`src/rtl/vpifo_pkg.sv`:
```
// Shared vPIFO definitions: task opcodes and task-entry layout.
// Entry layout (MSB..LSB): {type, tree_id, payload}; the distributor decodes the same offsets.
package vpifo_pkg;

    localparam logic TASK_PUSH = 1'b1;
    localparam logic TASK_POP  = 1'b0;

    // Total entry width: payload + tree id + one type bit.
    function automatic int unsigned task_entry_w(input int unsigned ptw,
                                                 input int unsigned mtw,
                                                 input int unsigned tnb);
        return ptw + mtw + tnb + 1;
    endfunction

    // Payload occupies the low bits.
    function automatic int unsigned task_data_lsb();
        return 0;
    endfunction

    // Tree id sits directly above the payload.
    function automatic int unsigned task_tree_lsb(input int unsigned ptw,
                                                  input int unsigned mtw);
        return ptw + mtw;
    endfunction

    // Type bit is the entry MSB.
    function automatic int unsigned task_type_bit(input int unsigned ptw,
                                                  input int unsigned mtw,
                                                  input int unsigned tnb);
        return ptw + mtw + tnb;
    endfunction

endpackage

```
`src/rtl/task_fifo.sv`:
```
// Synchronous FIFO with registered read data and count-based full/empty flags.
// A read on an empty FIFO is ignored and the output register holds its value.
module task_fifo #(
    parameter int unsigned WIDTH = 35,
    parameter int unsigned DEPTH = 4
) (
    input  logic             i_clk,
    input  logic             i_arst_n,
    input  logic             i_wr,
    input  logic [WIDTH-1:0] i_wdata,
    input  logic             i_rd,
    output logic [WIDTH-1:0] o_rdata,
    output logic             o_full,
    output logic             o_empty
);

    localparam int unsigned AW = (DEPTH > 1) ? $clog2(DEPTH) : 1;
    localparam int unsigned CW = $clog2(DEPTH + 1);

    logic [WIDTH-1:0] mem_q [DEPTH];
    logic [AW-1:0]    wr_ptr_q, wr_ptr_d;
    logic [AW-1:0]    rd_ptr_q, rd_ptr_d;
    logic [CW-1:0]    count_q, count_d;
    logic [WIDTH-1:0] rdata_q;
    logic             wr_en, rd_en;

    assign o_full  = (count_q == CW'(DEPTH));
    assign o_empty = (count_q == '0);
    assign o_rdata = rdata_q;

    // Writes into a full FIFO and reads from an empty one are suppressed here.
    assign wr_en = i_wr && !o_full;
    assign rd_en = i_rd && !o_empty;

    // Next pointer and occupancy values.
    always_comb begin
        wr_ptr_d = wr_ptr_q;
        rd_ptr_d = rd_ptr_q;
        count_d  = count_q;
        if (wr_en) begin
            wr_ptr_d = (wr_ptr_q == AW'(DEPTH - 1)) ? '0 : wr_ptr_q + 1'b1;
        end
        if (rd_en) begin
            rd_ptr_d = (rd_ptr_q == AW'(DEPTH - 1)) ? '0 : rd_ptr_q + 1'b1;
        end
        unique case ({wr_en, rd_en})
            2'b10:   count_d = count_q + 1'b1;
            2'b01:   count_d = count_q - 1'b1;
            default: count_d = count_q;
        endcase
    end

    // Storage, pointers and registered read port; reset wipes contents too.
    always_ff @(posedge i_clk or negedge i_arst_n) begin
        if (!i_arst_n) begin
            for (int i = 0; i < int'(DEPTH); i++) begin
                mem_q[i] <= '0;
            end
            wr_ptr_q <= '0;
            rd_ptr_q <= '0;
            count_q  <= '0;
            rdata_q  <= '0;
        end else begin
            if (wr_en) begin
                mem_q[wr_ptr_q] <= i_wdata;
            end
            // With count == 1 the write slot differs from the head, so the old head is read.
            if (rd_en) begin
                rdata_q <= mem_q[rd_ptr_q];
            end
            wr_ptr_q <= wr_ptr_d;
            rd_ptr_q <= rd_ptr_d;
            count_q  <= count_d;
        end
    end

endmodule

```
`src/rtl/task_fifo_bank.sv`:
```
// Write side of the per-level task FIFOs: packs host requests into task entries and deals
// them round-robin over LEVEL FIFOs. A full target FIFO stalls the host (no skipping).
// Optional per-tree occupancy check: define TASK_FIFO_BANK_TREE_CHECK_EN.
module task_fifo_bank
    import vpifo_pkg::*;
#(
    parameter int unsigned PTW           = 16,
    parameter int unsigned MTW           = 16,
    parameter int unsigned LEVEL         = 4,
    parameter int unsigned TREE_NUM      = 4,
    parameter int unsigned FIFO_DEPTH    = 4,
    parameter int unsigned TREE_CAP      = 8,
    localparam int unsigned LEVEL_BITS    = (LEVEL > 1) ? $clog2(LEVEL) : 1,
    localparam int unsigned TREE_NUM_BITS = (TREE_NUM > 1) ? $clog2(TREE_NUM) : 1,
    localparam int unsigned ENTRY_W       = task_entry_w(PTW, MTW, TREE_NUM_BITS)
) (
    input  logic                            i_clk,
    input  logic                            i_arst_n,
    input  logic                            i_valid,
    input  logic                            i_type,
    input  logic [TREE_NUM_BITS-1:0]        i_tree_id,
    input  logic [PTW+MTW-1:0]              i_push_data,
    output logic                            o_ready,
    output logic                            o_drop,
    input  logic [LEVEL-1:0]                i_pop_TaskFIFO,
    output logic [LEVEL-1:0][ENTRY_W-1:0]   o_TaskFIFO_data,
    output logic [LEVEL-1:0]                o_TaskFIFO_empty
);

    localparam int unsigned DATA_LSB = task_data_lsb();
    localparam int unsigned TREE_LSB = task_tree_lsb(PTW, MTW);
    localparam int unsigned TYPE_BIT = task_type_bit(PTW, MTW, TREE_NUM_BITS);

    if ((FIFO_DEPTH == 0) || ((FIFO_DEPTH & (FIFO_DEPTH - 1)) != 0)) begin : g_bad_depth
        $error("FIFO_DEPTH must be a non-zero power of two");
    end
    if (TREE_CAP == 0) begin : g_bad_cap
        $error("TREE_CAP must be at least 1");
    end

    logic                  init_q;
    logic [LEVEL_BITS-1:0] rr_ptr_q, rr_ptr_d;
    logic [LEVEL-1:0]      full;
    logic [LEVEL-1:0]      wr_vec;
    logic [ENTRY_W-1:0]    entry;
    logic                  accept;
    logic                  drop;
    logic                  wr_en;

    // init_q keeps o_ready low until the first edge after reset release.
    assign o_ready = init_q && !full[rr_ptr_q];
    assign accept  = i_valid && o_ready;
    assign wr_en   = accept && !drop;

    // Pack the request; pops carry a zero payload.
    always_comb begin
        entry                                = '0;
        entry[TYPE_BIT]                      = i_type;
        entry[TREE_LSB +: TREE_NUM_BITS]     = i_tree_id;
        entry[DATA_LSB +: PTW+MTW]           = (i_type == TASK_PUSH) ? i_push_data : '0;
    end

    // Steer the write to the current round-robin target and advance the pointer.
    always_comb begin
        wr_vec   = '0;
        rr_ptr_d = rr_ptr_q;
        if (wr_en) begin
            wr_vec[rr_ptr_q] = 1'b1;
            rr_ptr_d = (rr_ptr_q == LEVEL_BITS'(LEVEL - 1)) ? '0 : rr_ptr_q + 1'b1;
        end
    end

    // Ready qualifier and round-robin pointer state.
    always_ff @(posedge i_clk or negedge i_arst_n) begin
        if (!i_arst_n) begin
            init_q   <= 1'b0;
            rr_ptr_q <= '0;
        end else begin
            init_q   <= 1'b1;
            rr_ptr_q <= rr_ptr_d;
        end
    end

`ifdef TASK_FIFO_BANK_TREE_CHECK_EN
    localparam int unsigned TCW = $clog2(TREE_CAP + 1);

    logic [TCW-1:0] tree_cnt_q [TREE_NUM];
    logic [TCW-1:0] cnt_sel;
    logic           drop_q;

    assign cnt_sel = tree_cnt_q[i_tree_id];
    assign o_drop  = drop_q;

    // A push into a saturated tree or a pop from an empty tree is consumed but discarded.
    always_comb begin
        drop = 1'b0;
        if (accept) begin
            if (i_type == TASK_PUSH) begin
                drop = (cnt_sel == TCW'(TREE_CAP));
            end else begin
                drop = (cnt_sel == '0);
            end
        end
    end

    // Per-tree occupancy counters and the registered drop pulse.
    always_ff @(posedge i_clk or negedge i_arst_n) begin
        if (!i_arst_n) begin
            for (int t = 0; t < int'(TREE_NUM); t++) begin
                tree_cnt_q[t] <= '0;
            end
            drop_q <= 1'b0;
        end else begin
            drop_q <= drop;
            if (wr_en) begin
                if (i_type == TASK_PUSH) begin
                    tree_cnt_q[i_tree_id] <= cnt_sel + 1'b1;
                end else begin
                    tree_cnt_q[i_tree_id] <= cnt_sel - 1'b1;
                end
            end
        end
    end
`else
    assign drop   = 1'b0;
    assign o_drop = 1'b0;
`endif

    for (genvar g = 0; g < int'(LEVEL); g++) begin : g_fifo
        task_fifo #(
            .WIDTH (ENTRY_W),
            .DEPTH (FIFO_DEPTH)
        ) u_task_fifo (
            .i_clk   (i_clk),
            .i_arst_n(i_arst_n),
            .i_wr    (wr_vec[g]),
            .i_wdata (entry),
            .i_rd    (i_pop_TaskFIFO[g]),
            .o_rdata (o_TaskFIFO_data[g]),
            .o_full  (full[g]),
            .o_empty (o_TaskFIFO_empty[g])
        );
    end

endmodule

```
`config.mk`:
```
export PLATFORM = sky130hd
export DESIGN_NAME = task_fifo_bank
export DESIGN_NICKNAME = d
export VERILOG_FILES = /design/src/rtl/vpifo_pkg.sv /design/src/rtl/task_fifo.sv /design/src/rtl/task_fifo_bank.sv
export SDC_FILE = /design/constraint.sdc
export NUM_CORES = 1
export LEC_CHECK = 0
export ABC_AREA = 1
export CAP_MARGIN = 20
export CORE_MARGIN = 10
export CORE_UTILIZATION = 60
export DETAILED_ROUTE_END_ITERATION = 8
export PLACE_DENSITY = 0.8
export SETUP_SLACK_MARGIN = 0.15
export SLEW_MARGIN = 15
export SYNTH_ARGS = -nofsm -noshare
export SYNTH_HDL_FRONTEND = slang
export SYNTH_SLANG_ARGS = --single-unit
export TNS_END_PERCENT = 10
```
`constraint.sdc`:
```
create_clock -name i_clk -period 3.1 [get_ports i_clk]
set_clock_uncertainty 0.2 [all_clocks]
set_input_delay 0.31 -clock i_clk [delete_from_list [all_inputs] [get_ports i_clk]]
set_output_delay 0.31 -clock i_clk [all_outputs]
set_load 0.03 [all_outputs]
```
==> impl_metrics.json <==
{
  "relSlewSlack": 0.318,
  "grt_overflow": 0,
  "detail_route.wirelength_um": 98400,
  "tritoncts": "done",
  "met1_length_um": 38400,
  "synth_nets": 4209,
  "grt_max_degree": 145,
  "drt-initial-drc-count": 3480,
  "grt_pass1_wl_um": 156000,
  "syn2layout_area_growth_pct": 13.8,
  "worst_slack_ns": 0.408,
  "place_hpwl_um": 56800,
  "cp.arrival_ns": 2.18,
  "synth_ff_type": "dfrtp_1",
  "critPathLaunchType": "flop",
  "synth_edf_count": 0,
  "seqCellArea_mm2": 0.0183,
  "cp_max_fo": 9,
  "fin_nets": 4240,
  "crit_required_ns": 2.59,
  "tightest_slew_ns": 1.02,
  "crit_chain": "inv_2, nand3_2, nand2_1, nand2_1, nand2_1, nor2_4, clkbuf_2",
  "drtAntennaViolNets": 0,
  "vias": 29300,
  "cts_buffers": 74,
  "drc_errors": 0,
  "wl_met2_um": 46300,
  "p_per_area_mw_per_mm2": 1070,
  "first_global_vias": 28500,
  "worst-setup-path-type": "reg -> out",
  "rows": 86,
  "setup-tns-final_ns": 0,
  "critPathMaxStageDelay_ns": 0.44,
  "fp.coreArea_mm2": 0.0553,
  "synth-async-reset-ratio": 1.00,
  "rsz0062_at_grt": "false",
  "placed_area_mm2": 0.0358,
  "maxSlewViolCount": 0,
  "drive_gt1_frac": 0.0613,
  "avgSynthCellArea_um2": 8.12,
  "start_util": 0.607,
  "maxUsedRoutingLayer": "met5",
  "clock_sinks": 731,
  "ios": 188,
  "cp_top_family": "simple AND/OR/NAND/NOR gates",
  "netlist_area_mm2": 0.0336,
  "peakVddDrop_mv": 0.709,
  "cts_max_level": 3,
  "multi_input_area_mm2": 0.0133,
  "cap_violations": 0,
  "met3_length_um": 8930,
  "final_area_mm2": 0.0382,
  "diodes": 0,
  "synth_top_cell_area_share": 0.545,
  "ys_types": 26,
  "wl_per_cell_um": 19.8,
  "yosysMostFrequentCell": "nand2_1",
  "status": "finished, final reports clean",
  "finalSetupViolCount": 0,
  "post-route-period-util": 0.868,
  "hold_class": "in -> async",
  "p_leak_uw": 0.0195,
  "fillers": 4419,
  "slowest_stage": "dfrtp_1",
  "syn_inst": 4135,
  "clock_latency_ns": 0.61,
  "end_kind": "primary output",
  "io_buffers": 186,
  "stdcell_count": 4970,
  "fin_crit_ns": 2.69,
  "fin_util": 0.691,
  "clkTransAtPathRegs_ns": 0.06,
  "synth-seq-cells": 731,
  "placed_cells": 4835,
  "synth_warnings": 0,
  "die_w_um": 257,
  "die_y_um": 257,
  "postCtsSetupRepairBufs": 0,
  "synth_common_cells": "nand2_1 (1184), dfrtp_1 (731), nor2_1 (719)",
  "place_ws_ns": 0.377,
  "antenna_found_initial": 1,
  "synth_top_area_cell": "dfrtp_1",
  "crit_buf_inv": 2,
  "ys_top_cells_by_area": "dfrtp_1 (54%), nand2_1 (13%), nand3_1 (8.4%)",
  "track_usage": 0.294,
  "die_area_mm2": 0.0658,
  "fmax_mhz": 371,
  "cts.path.max_buffers": 3,
  "cts_root_buffer": "clkbuf_16",
  "via_per_inst": 5.90,
  "first_pass_iters": 6,
  "crit_top_cell": "nand2_1",
  "hold_viol": 0,
  "place.gp.congestion": 0.838,
  "synth.yosys.seq_area_share": 0.545
}
stage by stage:
stage	power [µW]	hold slack [ns]
2_1_floorplan	25800	-0.186
3_3_place_gp	31300	0.0133
3_5_place_dp	31800	0.0140
4_1_cts	40800	0.130
5_1_grt	43300	0.145
6_report	40900	0.125
routing by layer:
| layer | global-route usage | vias up |
|---|---|---|
| met5 | 0 | - |
| met4 | 0.138 | 2 |
| met3 | 0.0625 | 257 |
| met2 | 0.469 | 1436 |
| met1 | 0.380 | 14200 |
| li1 | - | 13400 |
registers in the layout (all words and copies together), names as in the netlist:
| name | flops |
|---|---|
| init_q | 1 |
| g_fifo.u_task_fifo.count_q | 12 |
| g_fifo.u_task_fifo.mem_q | 560 |
| g_fifo.u_task_fifo.wr_ptr_q | 8 |
| rr_ptr_q | 2 |
| g_fifo.u_task_fifo.o_rdata | 140 |
| g_fifo.u_task_fifo.rd_ptr_q | 8 |
area by class of cell:
cell class | instances | share of cell area
clock buffers | 111 | 0.0591
inverters | 74 | 0.00727
clock inverters | 21 | 0.00360
repair buffers | 297 | 0.0777
well taps | 748 | 0.0245
flip-flops and latches | 731 | 0.479
multi-input cells | 2988 | 0.349
worst register-to-register path, delay by kind of cell (launching register included):
| kind | cells | cell delay [ns] |
|---|---|---|
| xor+xnor | 1 | 0.15 |
| simple gates | 6 | 0.58 |
| flops | 1 | 0.42 |
| fa+ha+maj | 2 | 0.59 |
| compound gates | 2 | 0.26 |
| buf+inv | 3 | 0.33 |
cell usage in the layout (no fill, tap or decap), types with 7 or more instances in the layout:
cell type        count
clkbuf_8            16
nor2_1             715
inv_1               69
nand2_1           1184
ha_1                28
clkinv_2            18
buf_12              22
o21ai_0            304
a31oi_1            140
clkbuf_16           79
a21oi_1              7
clkdlybuf4s50_1    183
nand4_2              7
clkbuf_1            16
dfrtp_1            727
xnor2_1              8
nand4_4              9
nand3_1            566
buf_4               87
repair_timing:
item | in CTS | in global routing
resized for setup | 1 | 2
cloned | 0 | 0
hold endpoints to repair | 571 | 0
setup endpoints to repair | 1 | 1
hold buffers | 3 | 0
cells by family after synthesis:
group	after synthesis	synth area share
adder cells (fa/ha/maj)	32	0.0128
buffers and inverters	416	0.0591
other	2	0.000224
AO/OA/AOI/OAI	451	0.0724
AND/OR/NAND/NOR	2495	0.309
flip-flops	731	0.545
XOR/XNOR	8	0.00209
power by group:
group          internal [µW]  leakage [µW]  switching [µW]
registers              13100       0.00964            2310
logic                   5460       0.00869           11100
clock network           5120       0.00120            3760
total                  23700        0.0195           17100
path summary, 6_finish.rpt:
kind,startpoint,end,slack [ns],cells past startpoint
worst max register to register,g_fifo[2].u_task_fifo.count_q[0],g_fifo[3].u_task_fifo.count_q[2],0.46,14
max in group asynchronous,i_arst_n,g_fifo[0].u_task_fifo.o_rdata[27],1.91,4
worst min register to register,g_fifo[3].u_task_fifo.mem_q[2],g_fifo[3].u_task_fifo.mem_q[2],0.26,2
worst max-delay path,rr_ptr_q[0],o_ready,0.41,7
worst min-delay path,i_arst_n,g_fifo[3].u_task_fifo.mem_q[92],0.13,3
min in group i_clk,g_fifo[3].u_task_fifo.mem_q[2],g_fifo[3].u_task_fifo.mem_q[2],0.26,2
No activity file was read; power rests on OpenSTA's default activity.
